[config.mk]
export PLATFORM = sky130hd
export DESIGN_NAME = imem_port_arbiter
export DESIGN_NICKNAME = d
export VERILOG_FILES = /design/src/rtl/imem_arb_pkg.sv /design/src/rtl/arb_wait_counter.sv /design/src/rtl/imem_port_arbiter.sv
export SDC_FILE = /design/constraint.sdc
export NUM_CORES = 1
export LEC_CHECK = 0
export CAP_MARGIN = 40
export CORE_MARGIN = 10
export CORE_UTILIZATION = 23
export DETAILED_ROUTE_END_ITERATION = 12
export PLACE_DENSITY_LB_ADDON = 0.05
export SETUP_SLACK_MARGIN = 0.2
export SYNTH_ARGS = -nofsm -noshare
export SYNTH_HDL_FRONTEND = slang
export SYNTH_SLANG_ARGS = --single-unit
[constraint.sdc]
create_clock -name clk -period 21.9 [get_ports clk]
set_input_delay 6.57 -clock clk [delete_from_list [all_inputs] [get_ports clk]]
set_output_delay 6.57 -clock clk [all_outputs]
set_load 0.05 [all_outputs]
[src/rtl/imem_arb_pkg.sv]
// Shared types and helpers for the instruction-memory port arbiter.
// Holds the owner encoding, default memory geometry and the address range check.
package imem_arb_pkg;

   typedef enum logic [1:0] {
      OWN_NONE,
      OWN_IF,
      OWN_SR
   } owner_t;

   localparam logic [31:0] DEF_MEM_BASE  = 32'h0040_0000;
   localparam int unsigned DEF_MEM_WORDS = 257;

   // 33-bit compare so a window ending at the top of the address space cannot wrap.
   function automatic logic in_range(input logic [31:0] addr, input logic [31:0] base,
                                     input int unsigned words);
      logic [32:0] lim;
      lim = {1'b0, base} + (33'(words) << 2);
      return (addr[1:0] == 2'b00) && ({1'b0, addr} >= {1'b0, base}) && ({1'b0, addr} < lim);
   endfunction

endpackage

[src/rtl/arb_wait_counter.sv]
// Saturating starvation counter for the lower-priority requester.
// at_limit rises once the request has been denied MAX_WAIT cycles in a row.
module arb_wait_counter #(
   parameter int unsigned MAX_WAIT = 4
) (
   input  logic clk,
   input  logic reset,
   input  logic req,
   input  logic gnt,
   output logic at_limit
);

   localparam logic [3:0] Limit = 4'(MAX_WAIT);

   logic [3:0] cnt_q, cnt_d;

   always_comb begin
      cnt_d = cnt_q;
      if (!req || gnt) begin
         cnt_d = '0;
      end else if (cnt_q != Limit) begin
         cnt_d = cnt_q + 4'd1;
      end
   end

   always_ff @(posedge clk or posedge reset) begin
      if (reset) begin
         cnt_q <= '0;
      end else begin
         cnt_q <= cnt_d;
      end
   end

   assign at_limit = (cnt_q == Limit);

endmodule

[src/rtl/imem_port_arbiter.sv]
// Shares the instruction-memory read port between instruction fetch (priority) and the
// syscall string reader, with a starvation override, range checking and a fetch counter.
module imem_port_arbiter
   import imem_arb_pkg::*;
#(
   parameter logic [31:0] MEM_BASE  = DEF_MEM_BASE,
   parameter int unsigned MEM_WORDS = DEF_MEM_WORDS,
   parameter int unsigned MAX_WAIT  = 4
) (
   input  logic        clk,
   input  logic        reset,
   input  logic        if_req,
   input  logic [31:0] if_addr,
   output logic        if_gnt,
   output logic        if_valid,
   output logic [31:0] if_data,
   input  logic        sr_req,
   input  logic [31:0] sr_addr,
   output logic        sr_gnt,
   output logic        sr_valid,
   output logic [31:0] sr_data,
   output logic        mem_en,
   output logic [29:0] mem_waddr,
   input  logic [31:0] mem_rdata,
   output logic        err,
   output logic [31:0] fetch_count
);

   owner_t      owner_q, owner_d;
   logic        err_q, err_d;
   logic [31:0] fetch_count_q, fetch_count_d;
   logic [31:0] if_hold_q, if_hold_d;
   logic [31:0] sr_hold_q, sr_hold_d;
   logic        sr_at_limit;
   logic [31:0] gnt_addr, gnt_offset, rd_word;
   logic        gnt_any, gnt_ok;

   arb_wait_counter #(
      .MAX_WAIT (MAX_WAIT)
   ) u_wait_counter (
      .clk      (clk),
      .reset    (reset),
      .req      (sr_req),
      .gnt      (sr_gnt),
      .at_limit (sr_at_limit)
   );

   // Grants are held low while reset is asserted so nothing reaches the memory.
   always_comb begin
      if_gnt = 1'b0;
      sr_gnt = 1'b0;
      if (!reset) begin
         if (sr_req && (!if_req || sr_at_limit)) begin
            sr_gnt = 1'b1;
         end else if (if_req) begin
            if_gnt = 1'b1;
         end
      end
   end

   always_comb begin
      gnt_any    = if_gnt || sr_gnt;
      gnt_addr   = sr_gnt ? sr_addr : if_addr;
      gnt_ok     = in_range(gnt_addr, MEM_BASE, MEM_WORDS);
      gnt_offset = gnt_addr - MEM_BASE;
      mem_en     = gnt_any && gnt_ok;
      mem_waddr  = mem_en ? gnt_offset[31:2] : '0;
   end

   always_ff @(posedge clk or posedge reset) begin
      if (reset) begin
         owner_q       <= OWN_NONE;
         err_q         <= 1'b0;
         fetch_count_q <= '0;
         if_hold_q     <= '0;
         sr_hold_q     <= '0;
      end else begin
         owner_q       <= owner_d;
         err_q         <= err_d;
         fetch_count_q <= fetch_count_d;
         if_hold_q     <= if_hold_d;
         sr_hold_q     <= sr_hold_d;
      end
   end

   always_comb begin
      owner_d = OWN_NONE;
      if (sr_gnt) begin
         owner_d = OWN_SR;
      end else if (if_gnt) begin
         owner_d = OWN_IF;
      end
      err_d         = gnt_any && !gnt_ok;
      fetch_count_d = fetch_count_q;
      if (if_gnt && gnt_ok && (fetch_count_q != 32'hFFFF_FFFF)) begin
         fetch_count_d = fetch_count_q + 32'd1;
      end
   end

   // A rejected access still completes on schedule, delivering zero with err.
   always_comb begin
      rd_word     = err_q ? 32'h0 : mem_rdata;
      if_valid    = (owner_q == OWN_IF);
      sr_valid    = (owner_q == OWN_SR);
      err         = err_q;
      if_data     = if_valid ? rd_word : if_hold_q;
      sr_data     = sr_valid ? rd_word : sr_hold_q;
      if_hold_d   = if_data;
      sr_hold_d   = sr_data;
      fetch_count = fetch_count_q;
   end

endmodule

==> results.yml, run 1 <==
status:
  status: "finished clean"
timing:
  rsz0062_at_grt: "no"
  setup_viol: 0
  final_max_slew_viol_count: 0
  maxSlewHeadroom: 0.456
  max_freq_ghz: 0.0608
  min_period_over_period: 0.751
  min_period_ns: 16.44
  hold_viol: 0
  skew_ns: 0.0108
  setup_tns_ns: 0
  hold_slack_ns: 0.487
  tightestPinTransition_ns: 0.816
setup_path:
  r2r-start: "u_wait_counter.cnt_q[0]$_DFFE_PP0P_"
  timing.rr.end: "fetch_count[1]$_DFFE_PP0P_"
  crit_end: "mem_waddr[8]"
  crit_start: "if_addr[2]"
  r2r_slack_ns: 18.93
  r2r_cells: 9
  arrival_ns: 9.87
  crit_type: "input port to output pin"
  cp_max_fo: 33
  end_kind: "output pin"
  required_ns: 15.33
  critPathLaunchType: "input port"
cts:
  cts.clk_slew.worst_paths_ns: 0.08
  postCtsSetupBuffers: 0
  numCtsBuffers: 9
  hold_buffers: 0
  cts-root-buf: "clkbuf_16"
  cts-resized-gates: 0
  clock-sinks: 103
  clk_path_buf_depth: 2
  insertion_delay_ns: 0.35
  cts_max_level: 3
  cts_tree: "built"
global_route:
  globalRouteTotalUtil: 0.124
  grt_pass1_vias: 4727
  grt_pass1_wl_um: 28000
  grt_max_degree: 66
  overflow: 0
  antenna_found_initial: 0
finish:
  final-seq-area_sq_mm: 0.00258
  n_antenna_cell: 0
  multi_input_area_sq_mm: 0.00225
  fillers: 2232
  final_core_util: 0.353
  synthToLayoutAreaGrowth_pct: 51.8
  drive_gt1_frac: 0.0713
  num-nets-final: 813
floorplan:
  start_util: 0.233
  coreArea_sq_mm: 0.0217
  io_pins: 232
  num_rows: 54
  die_area_sq_mm: 0.0283
  fp.dieW_um: 168
  dieHeight_um: 168
routing:
  drt-total-wl_um: 17700
  wl_per_cell_um: 17.8
  ant_nets: 0
  num_vias: 4359
  first_pass_iters: 4
  drc: 0
  drtIter0Drc: 137
  via_per_inst: 4.38
logic_synthesis:
  synth_edf_count: 0
  synth.area.top_cells: "dfrtp_1 51%, o21ai_0 6.4%, nand2_1 6.1%, xor2_1 4.9%, nand2b_1 4.6%"
  async_flop_share: 1.00
  yosys_register_bits: 103
  synth_top_area_share: 0.510
  synth_cell_types: 45
  yosysMostFrequentCell: "dfrtp_1"
  yosysWarnings: 0
  syn_area_per_cell_sq_um: 9.88
  seq_area_frac_synth: 0.510
  synth_flop_cell: "dfrtp_1"
  syn-instance-count: 511
  synth.cell_area_sq_mm: 0.00505
  synth_largest_area_cell: "dfrtp_1"
  synth_commonest_cells: "103 x dfrtp_1, 82 x nand2_1, 65 x o21ai_0, 37 x nand2b_1, 28 x xor2_1"
min_path:
  min_path_type: "flop to flop"
place:
  gp_congestion: 0.759
  dpl.hpwl_um: 13500
  io_buffers: 210
power:
  leakage_nw: 3.23
  power_density_mw_per_mm2: 75.9
  power.total_mw: 0.582
  peakVddDrop_uv: 38.0
flow_run:
  maxCapViolCount: 0
-- layer usage --
| metal | wire [um] | up-vias | GRT usage |
|---|---|---|---|
| li1 | - | 2113 | - |
| met1 | 7330 | 2074 | 0.144 |
| met2 | 8550 | 161 | 0.205 |
| met3 | 1620 | 11 | 0.0554 |
| met4 | 206 | 0 | 0.0329 |
| met5 | 0 | - | 0 |
-- worst min-delay path by stage --
stage	startpoint	endpoint	slack, ns	cells after the start
after global placement	sr_hold_q[9]$_DFF_PP0_	sr_hold_q[9]$_DFF_PP0_	0.47	2
after CTS	fetch_count[28]$_DFFE_PP0P_	fetch_count[28]$_DFFE_PP0P_	0.50	1
after global routing	sr_hold_q[6]$_DFF_PP0_	sr_hold_q[6]$_DFF_PP0_	0.52	2
after detailed placement	fetch_count[22]$_DFFE_PP0P_	fetch_count[22]$_DFFE_PP0P_	0.48	1
final	fetch_count[28]$_DFFE_PP0P_	fetch_count[28]$_DFFE_PP0P_	0.49	1
after floorplan	u_wait_counter.cnt_q[3]$_DFFE_PP0P_	u_wait_counter.cnt_q[3]$_DFFE_PP0P_	0.51	2
-- report_power, final --
| part | internal (mW) | switching, mW | total, mW |
|---|---|---|---|
| clock network | 0.0814 | 0.0746 | 0.156 |
| registers | 0.213 | 0.00683 | 0.220 |
| logic | 0.0662 | 0.139 | 0.205 |
| total | 0.361 | 0.221 | 0.582 |
-- final cells by class --
cell class                 instances  share of cell area
tap                              280              0.0457
timing repair buffer             217               0.284
clock buffer                      11              0.0317
inverter                           8             0.00424
multi-input combinational        371               0.293
clock inverter                     5             0.00506
sequential                       103               0.336
-- flip-flops by register name, indices dropped and copies added (netlist names) --
| name | cells |
|---|---|
| if_hold_q | 32 |
| u_wait_counter.cnt_q | 4 |
| err | 1 |
| owner_q | 2 |
| sr_hold_q | 32 |
| fetch_count | 32 |
-- metrics by stage --
step / std cells / worst slack (ns) / cell area [sq um]
2_1_floorplan: 531 / 4.93 / 5120
3_3_place_gp: 978 / 5.43 / 7350
3_5_place_dp: 979 / 5.36 / 7380
4_1_cts: 995 / 5.35 / 7660
5_1_grt: 995 / 5.23 / 7660
6_report: 995 / 5.46 / 7660
-- kinds of logic after synthesis --
logic type	synth area share
DFF	0.510
muxes	0.0268
adders and majority gates	0.00743
buffers and inverters	0.0627
and+or+nand+nor	0.258
AOI/OAI and AO/OA	0.0790
other	0.000743
xor gates and xnor gates	0.0553
-- layout by cell type, fill, tap and decap left out, types with 2 or more instances in the layout --
cell type / synthesis / final
a21oi_1: 3 / 3
and3_1: 4 / 4
and4_1: 5 / 5
buf_4: 22 / 6
clkbuf_16: 0 / 9
clkdlybuf4s50_1: 0 / 210
conb_1: 1 / 21
dfrtp_1: 103 / 103
ha_1: 3 / 3
inv_1: 7 / 6
inv_6: 0 / 3
mux2_2: 4 / 4
mux2i_1: 9 / 9
nand2_1: 82 / 82
nand2b_1: 37 / 35
nand2b_2: 0 / 2
nand3_1: 13 / 13
nand4_1: 12 / 12
nand4b_1: 3 / 3
nor2_1: 21 / 21
nor3_1: 15 / 15
nor4_1: 11 / 11
nor4_2: 11 / 11
nor4_4: 2 / 2
o21ai_0: 65 / 65
or4_1: 4 / 4
xnor2_1: 2 / 2
xor2_1: 28 / 28
-- critical path: stages --
cell and delay (ns):
clkdlybuf4s50_1 0.43, nor4_1 0.42, nand2_1 0.12, a2111oi_2 0.50, o221ai_4 0.13, buf_4 0.29
or2_2 0.44, nor2_1 0.13, clkdlybuf4s50_1 0.83
Note: power is estimated with default switching activity, not from simulation.
==> inputs of run 2 (changes only) <==
==> constraint.sdc (replaced) <==
create_clock -name clk -period 15.4 [get_ports clk]
set_input_delay 4.62 -clock clk [delete_from_list [all_inputs] [get_ports clk]]
set_output_delay 4.62 -clock clk [all_outputs]
set_load 0.05 [all_outputs]
==> run 2 against run 1 <==
Highest routed layer unchanged. Count of clock-buffer cells in the layout decreased by 2. Cell count is the same. Clock skew grew 0.0028 ns. Register-to-register slack got worse by 6.5 ns. Clock power up 56%. Die area is the same. Combinational power increased by 42%.
==> results.yml, run 2 (synthesized netlist as in run 1, its figures left out) <==
floorplan:
  num_rows: 54
  dieHeight_um: 168
  fp.dieW_um: 168
  io_pins: 232
  coreArea_sq_mm: 0.0217
  start_util: 0.233
  die_area_sq_mm: 0.0283
finish:
  synthToLayoutAreaGrowth_pct: 52.3
  final_cell_mix: "210 x clkdlybuf4s50_1, 103 x dfrtp_1, 82 x nand2_1, 65 x o21ai_0, 35 x nand2b_1"
  final-seq-area_sq_mm: 0.00258
  n_antenna_cell: 0
  fillers: 2204
  num-nets-final: 813
  final_core_util: 0.355
  mostFrequentLayoutCell: "clkdlybuf4s50_1"
  drive_gt1_frac: 0.0727
  multi_input_area_sq_mm: 0.00225
  fin_cells: 995
cts:
  cts-root-buf: "clkbuf_16"
  clock-sinks: 103
  cts-resized-gates: 0
  insertion_delay_ns: 0.36
  cts_max_level: 3
  hold_buffers: 0
  postCtsSetupBuffers: 0
  clk_path_buf_depth: 2
  numCtsBuffers: 9
  cts_tree: "built"
  cts.clk_slew.worst_paths_ns: 0.08
setup_path:
  timing.rr.end: "fetch_count[1]$_DFFE_PP0P_"
  r2r_cells: 9
  arrival_ns: 7.96
  crit_start: "if_addr[2]"
  r2r-start: "u_wait_counter.cnt_q[0]$_DFFE_PP0P_"
  critPathLaunchType: "input port"
  crit_type: "input port to output pin"
  crit_end: "mem_waddr[1]"
  end_kind: "output pin"
  r2r_slack_ns: 12.41
  cp_max_fo: 33
  required_ns: 10.78
timing:
  min_period_ns: 12.58
  rsz0062_at_grt: "no"
  min_period_over_period: 0.817
  tightestPinTransition_ns: 0.824
  max_freq_ghz: 0.0795
  skew_ns: 0.0136
  setup_viol: 0
  maxSlewHeadroom: 0.451
  hold_viol: 0
  setup_tns_ns: 0
  final_max_slew_viol_count: 0
routing:
  drt-total-wl_um: 17500
  ant_nets: 0
  drtIter0Drc: 199
  num_vias: 4372
  wl_per_cell_um: 17.6
  via_per_inst: 4.39
  drc: 0
  first_pass_iters: 4
power:
  clkPwrFrac: 0.286
  leakage_nw: 3.25
  switchingPower_mw: 0.320
  switching_share: 0.378
  power_density_mw_per_mm2: 110
  peakVddDrop_uv: 39.6
  comb_power_share: 0.344
  sequentialPowerShare: 0.369
  p_int_mw: 0.527
place:
  dpl.hpwl_um: 13300
  dp_cells: 979
  io_buffers: 210
  gp_congestion: 0.759
global_route:
  antenna_found_initial: 0
  grt_pass1_vias: 4727
  globalRouteTotalUtil: 0.123
  grt_pass1_wl_um: 27800
  overflow: 0
  grt_max_degree: 66
min_path:
  min_path_type: "flop to flop"
flow_run:
  maxCapViolCount: 0
status:
  status: "finished clean"
==> run 2: changes by cell type in the layout (fill, tap and decap cells not counted) <==
cell	previous run	this run
clkinv_2	1	0
clkinvlp_4	1	0
bufinv_16	0	1
clkbuf_8	1	0
inv_6	3	4
clkbuf_1	1	0
clkinv_4	0	1
inv_8	0	1
==> run 2: final cells by class <==
cell class	instances	area share
clock buffer	9	0.0293
clock inverter	7	0.0111
inverter	8	0.00423
multi-input combinational	371	0.292
sequential	103	0.335
tap	280	0.0455
timing repair buffer	217	0.283
==> run 2: through the flow <==
stage / power (mW) / setup WS (ns) / instance area, sq um / hold slack (ns)
3_5_place_dp: 0.615 / 2.73 / 7380 / 0.482
3_3_place_gp: 0.610 / 2.83 / 7350 / 0.472
5_1_grt: 0.892 / 2.59 / 7690 / 0.518
4_1_cts: 0.865 / 2.72 / 7690 / 0.495
6_report: 0.848 / 2.82 / 7690 / 0.487
2_1_floorplan: 0.502 / 2.33 / 5120 / 0.512
==> run 2: power groups by stage <==
stage	Clock [mW]	Sequential [mW]	Combinational (mW)
3_5_place_dp	0	0.319	0.296
6_report	0.243	0.313	0.292
4_1_cts	0.254	0.314	0.297
5_1_grt	0.265	0.317	0.310
2_1_floorplan	0	0.317	0.185
3_3_place_gp	0	0.319	0.292
==> run 2: worst min path at each step <==
stage / start / end / cells past startpoint
after floorplan: u_wait_counter.cnt_q[3]$_DFFE_PP0P_ / u_wait_counter.cnt_q[3]$_DFFE_PP0P_ / 2
after global placement: sr_hold_q[9]$_DFF_PP0_ / sr_hold_q[9]$_DFF_PP0_ / 2
after detailed placement: fetch_count[28]$_DFFE_PP0P_ / fetch_count[28]$_DFFE_PP0P_ / 1
after CTS: fetch_count[28]$_DFFE_PP0P_ / fetch_count[28]$_DFFE_PP0P_ / 1
after global routing: fetch_count[28]$_DFFE_PP0P_ / fetch_count[28]$_DFFE_PP0P_ / 1
final: fetch_count[28]$_DFFE_PP0P_ / fetch_count[28]$_DFFE_PP0P_ / 1
==> run 2: critical path, cell delays in order <==
cell and delay, ns:
clkdlybuf4s50_1 0.43, nor4_1 0.44, nand2_1 0.13, a2111oi_2 0.50, o221ai_4 0.13, buf_4 0.29, or2_2 0.44, nor2_1 0.14
clkdlybuf4s50_1 0.82
==> run 2: per-layer routing <==
layer	part of all wire	vias to the layer above	track usage	wire, um
li1	-	2122	-	-
met1	0.43	2083	0.141	7450
met2	0.48	159	0.207	8450
met3	0.084	8	0.0505	1470
met4	0.0075	0	0.0307	131
met5	0	-	0	0
==> inputs of run 3 (changes only) <==
==> constraint.sdc (replaced) <==
create_clock -name clk -period 10.09 [get_ports clk]
set_input_delay 3.027 -clock clk [delete_from_list [all_inputs] [get_ports clk]]
set_output_delay 3.027 -clock clk [all_outputs]
set_load 0.05 [all_outputs]
==> run 3 against run 2 <==
Utilization is 0.075 points higher. Cell count is 0.30% higher. Power is 49% higher. First-iteration DRC count is 6.5% lower. Sequential power is 53% higher. Critical endpoint is now mem_waddr[4]. Largest cell class unchanged. Largest power group unchanged. Highest routed layer unchanged.
==> results.yml, run 3 (synthesized netlist as in run 1, its figures left out) <==
status:
  status: "finished clean"
routing:
  first_pass_iters: 7
  num_vias: 4361
  drc: 0
  ant_nets: 0
  via_per_inst: 4.37
  drtIter0Drc: 186
  wl_per_cell_um: 17.5
  drt-total-wl_um: 17500
timing:
  final_max_slew_viol_count: 0
  hold_viol: 0
  min_period_over_period: 0.896
  tightestPinTransition_ns: 0.775
  setup_viol: 0
  min_period_ns: 9.04
  setup_tns_ns: 0
  rsz0062_at_grt: "no"
  skew_ns: 0.0135
  max_freq_ghz: 0.111
  maxSlewHeadroom: 0.479
finish:
  num-nets-final: 816
  synthToLayoutAreaGrowth_pct: 52.7
  mostFrequentLayoutCell: "clkdlybuf4s50_1"
  fillers: 2159
  n_antenna_cell: 0
  drive_gt1_frac: 0.0752
  final_cell_area_sq_mm: 0.00771
  final_cell_mix: "210 x clkdlybuf4s50_1, 103 x dfrtp_1, 82 x nand2_1, 65 x o21ai_0, 35 x nand2b_1"
power:
  power.total_mw: 1.27
  switching_share: 0.380
  peakVddDrop_uv: 69.2
  power_density_mw_per_mm2: 164
  leakage_nw: 3.25
  sequentialPowerShare: 0.378
  p_int_mw: 0.785
  switchingPower_mw: 0.480
  comb_power_share: 0.353
  clkPwrFrac: 0.269
cts:
  postCtsSetupBuffers: 0
  cts_max_level: 3
  clk_path_buf_depth: 2
  cts-root-buf: "clkbuf_16"
  cts_tree: "built"
  insertion_delay_ns: 0.35
  cts-resized-gates: 0
  clock-sinks: 103
  cts.clk_slew.worst_paths_ns: 0.08
  numCtsBuffers: 9
  hold_buffers: 0
setup_path:
  cp_max_fo: 10
  critPathLaunchType: "input port"
  required_ns: 7.06
  crit_type: "input port to output pin"
  end_kind: "output pin"
  slowest_delay_ns: 0.83
  cp_cell_sequence: "clkdlybuf4s50_1, nor4_1, nand2_1, a2111oi_2, o221ai_4, or2_2, nor2_1, clkdlybuf4s50_1"
  crit_family: "buffers and inverters"
  slowest_stage: "clkdlybuf4s50_1"
  worstPathBufferInverterCount: 2
  cp_common_cell: "clkdlybuf4s50_1"
  arrival_ns: 6.02
global_route:
  met1_usage: 0.149
  grt_max_degree: 66
  grt_use_met2: 0.192
  overflow: 0
  antenna_found_initial: 0
  globalRouteTotalUtil: 0.123
  grt_pass1_vias: 4656
  grt_pass1_wl_um: 27700
  grt_use_met3: 0.0524
  top_usage_layer: "met2"
floorplan:
  coreArea_sq_mm: 0.0217
  num_rows: 54
  io_pins: 232
  dieHeight_um: 168
  die_area_sq_mm: 0.0283
  fp.dieW_um: 168
  start_util: 0.233
place:
  io_buffers: 210
  post_dp_cell_area_sq_mm: 0.00742
  dpl.hpwl_um: 13300
  gp_congestion: 0.758
flow_run:
  maxCapViolCount: 0
min_path:
  min_path_type: "flop to flop"
==> run 3: path summary, 6_finish.rpt <==
| path | startpoint | to | slack [ns] | depth (start not counted) |
|---|---|---|---|---|
| setup / recovery | if_addr[2] | mem_waddr[4] | 1.05 | 8 |
| hold / removal | fetch_count[28]$_DFFE_PP0P_ | fetch_count[28]$_DFFE_PP0P_ | 0.49 | 1 |
| setup reg to reg | u_wait_counter.cnt_q[0]$_DFFE_PP0P_ | fetch_count[1]$_DFFE_PP0P_ | 7.04 | 9 |
| hold reg to reg | fetch_count[28]$_DFFE_PP0P_ | fetch_count[28]$_DFFE_PP0P_ | 0.49 | 1 |
| max in group asynchronous | reset | owner_q[0]$_DFF_PP0_ | 5.99 | 4 |
| min in group asynchronous | reset | fetch_count[21]$_DFFE_PP0P_ | 3.09 | 2 |
==> run 3: final cells by class <==
type	count	area, sq um	area share
Clock buffer	11	243	0.0315
Clock inverter	5	41.3	0.00536
Inverter	8	32.5	0.00422
Multi-Input combinational cell	371	2250	0.292
Sequential cell	103	2580	0.334
Tap cell	280	350	0.0454
Timing Repair Buffer	220	2220	0.288
==> run 3: routing by layer <==
metal / vias up / share of wire
met3: 12 / 0.091
met1: 2056 / 0.43
met5: - / 0
met4: 0 / 0.013
li1: 2121 / -
met2: 172 / 0.46
==> run 3: power by group through the flow <==
stage | Sequential (mW) | Combinational (mW) | Clock [mW]
floorplan | 0.484 | 0.282 | 0
global placement | 0.486 | 0.447 | 0
detailed placement | 0.487 | 0.453 | 0
CTS | 0.478 | 0.455 | 0.357
global route | 0.483 | 0.475 | 0.375
finish | 0.478 | 0.447 | 0.340
==> run 3: worst register-to-register path: stages (launching register included) <==
cell	delay, ns
dfrtp_1	0.40
inv_1	0.11
ha_1	0.19
nand3b_1	0.18
a21oi_2	0.57
and4bb_2	0.37
o221ai_4	0.11
buf_4	0.29
nor3_1	0.36
mux2_2	0.37
==> run 3: per-stage QoR <==
stage | worst slack, ns | util | hold WS [ns] | std cells
global route | 0.751 | 0.355 | 0.502 | 998
detailed placement | 0.999 | 0.342 | 0.478 | 982
floorplan | 0.207 | - | 0.512 | 531
finish | 1.05 | 0.355 | 0.488 | 998
CTS | 0.989 | 0.355 | 0.495 | 998
global placement | 1.08 | 0.340 | 0.471 | 980
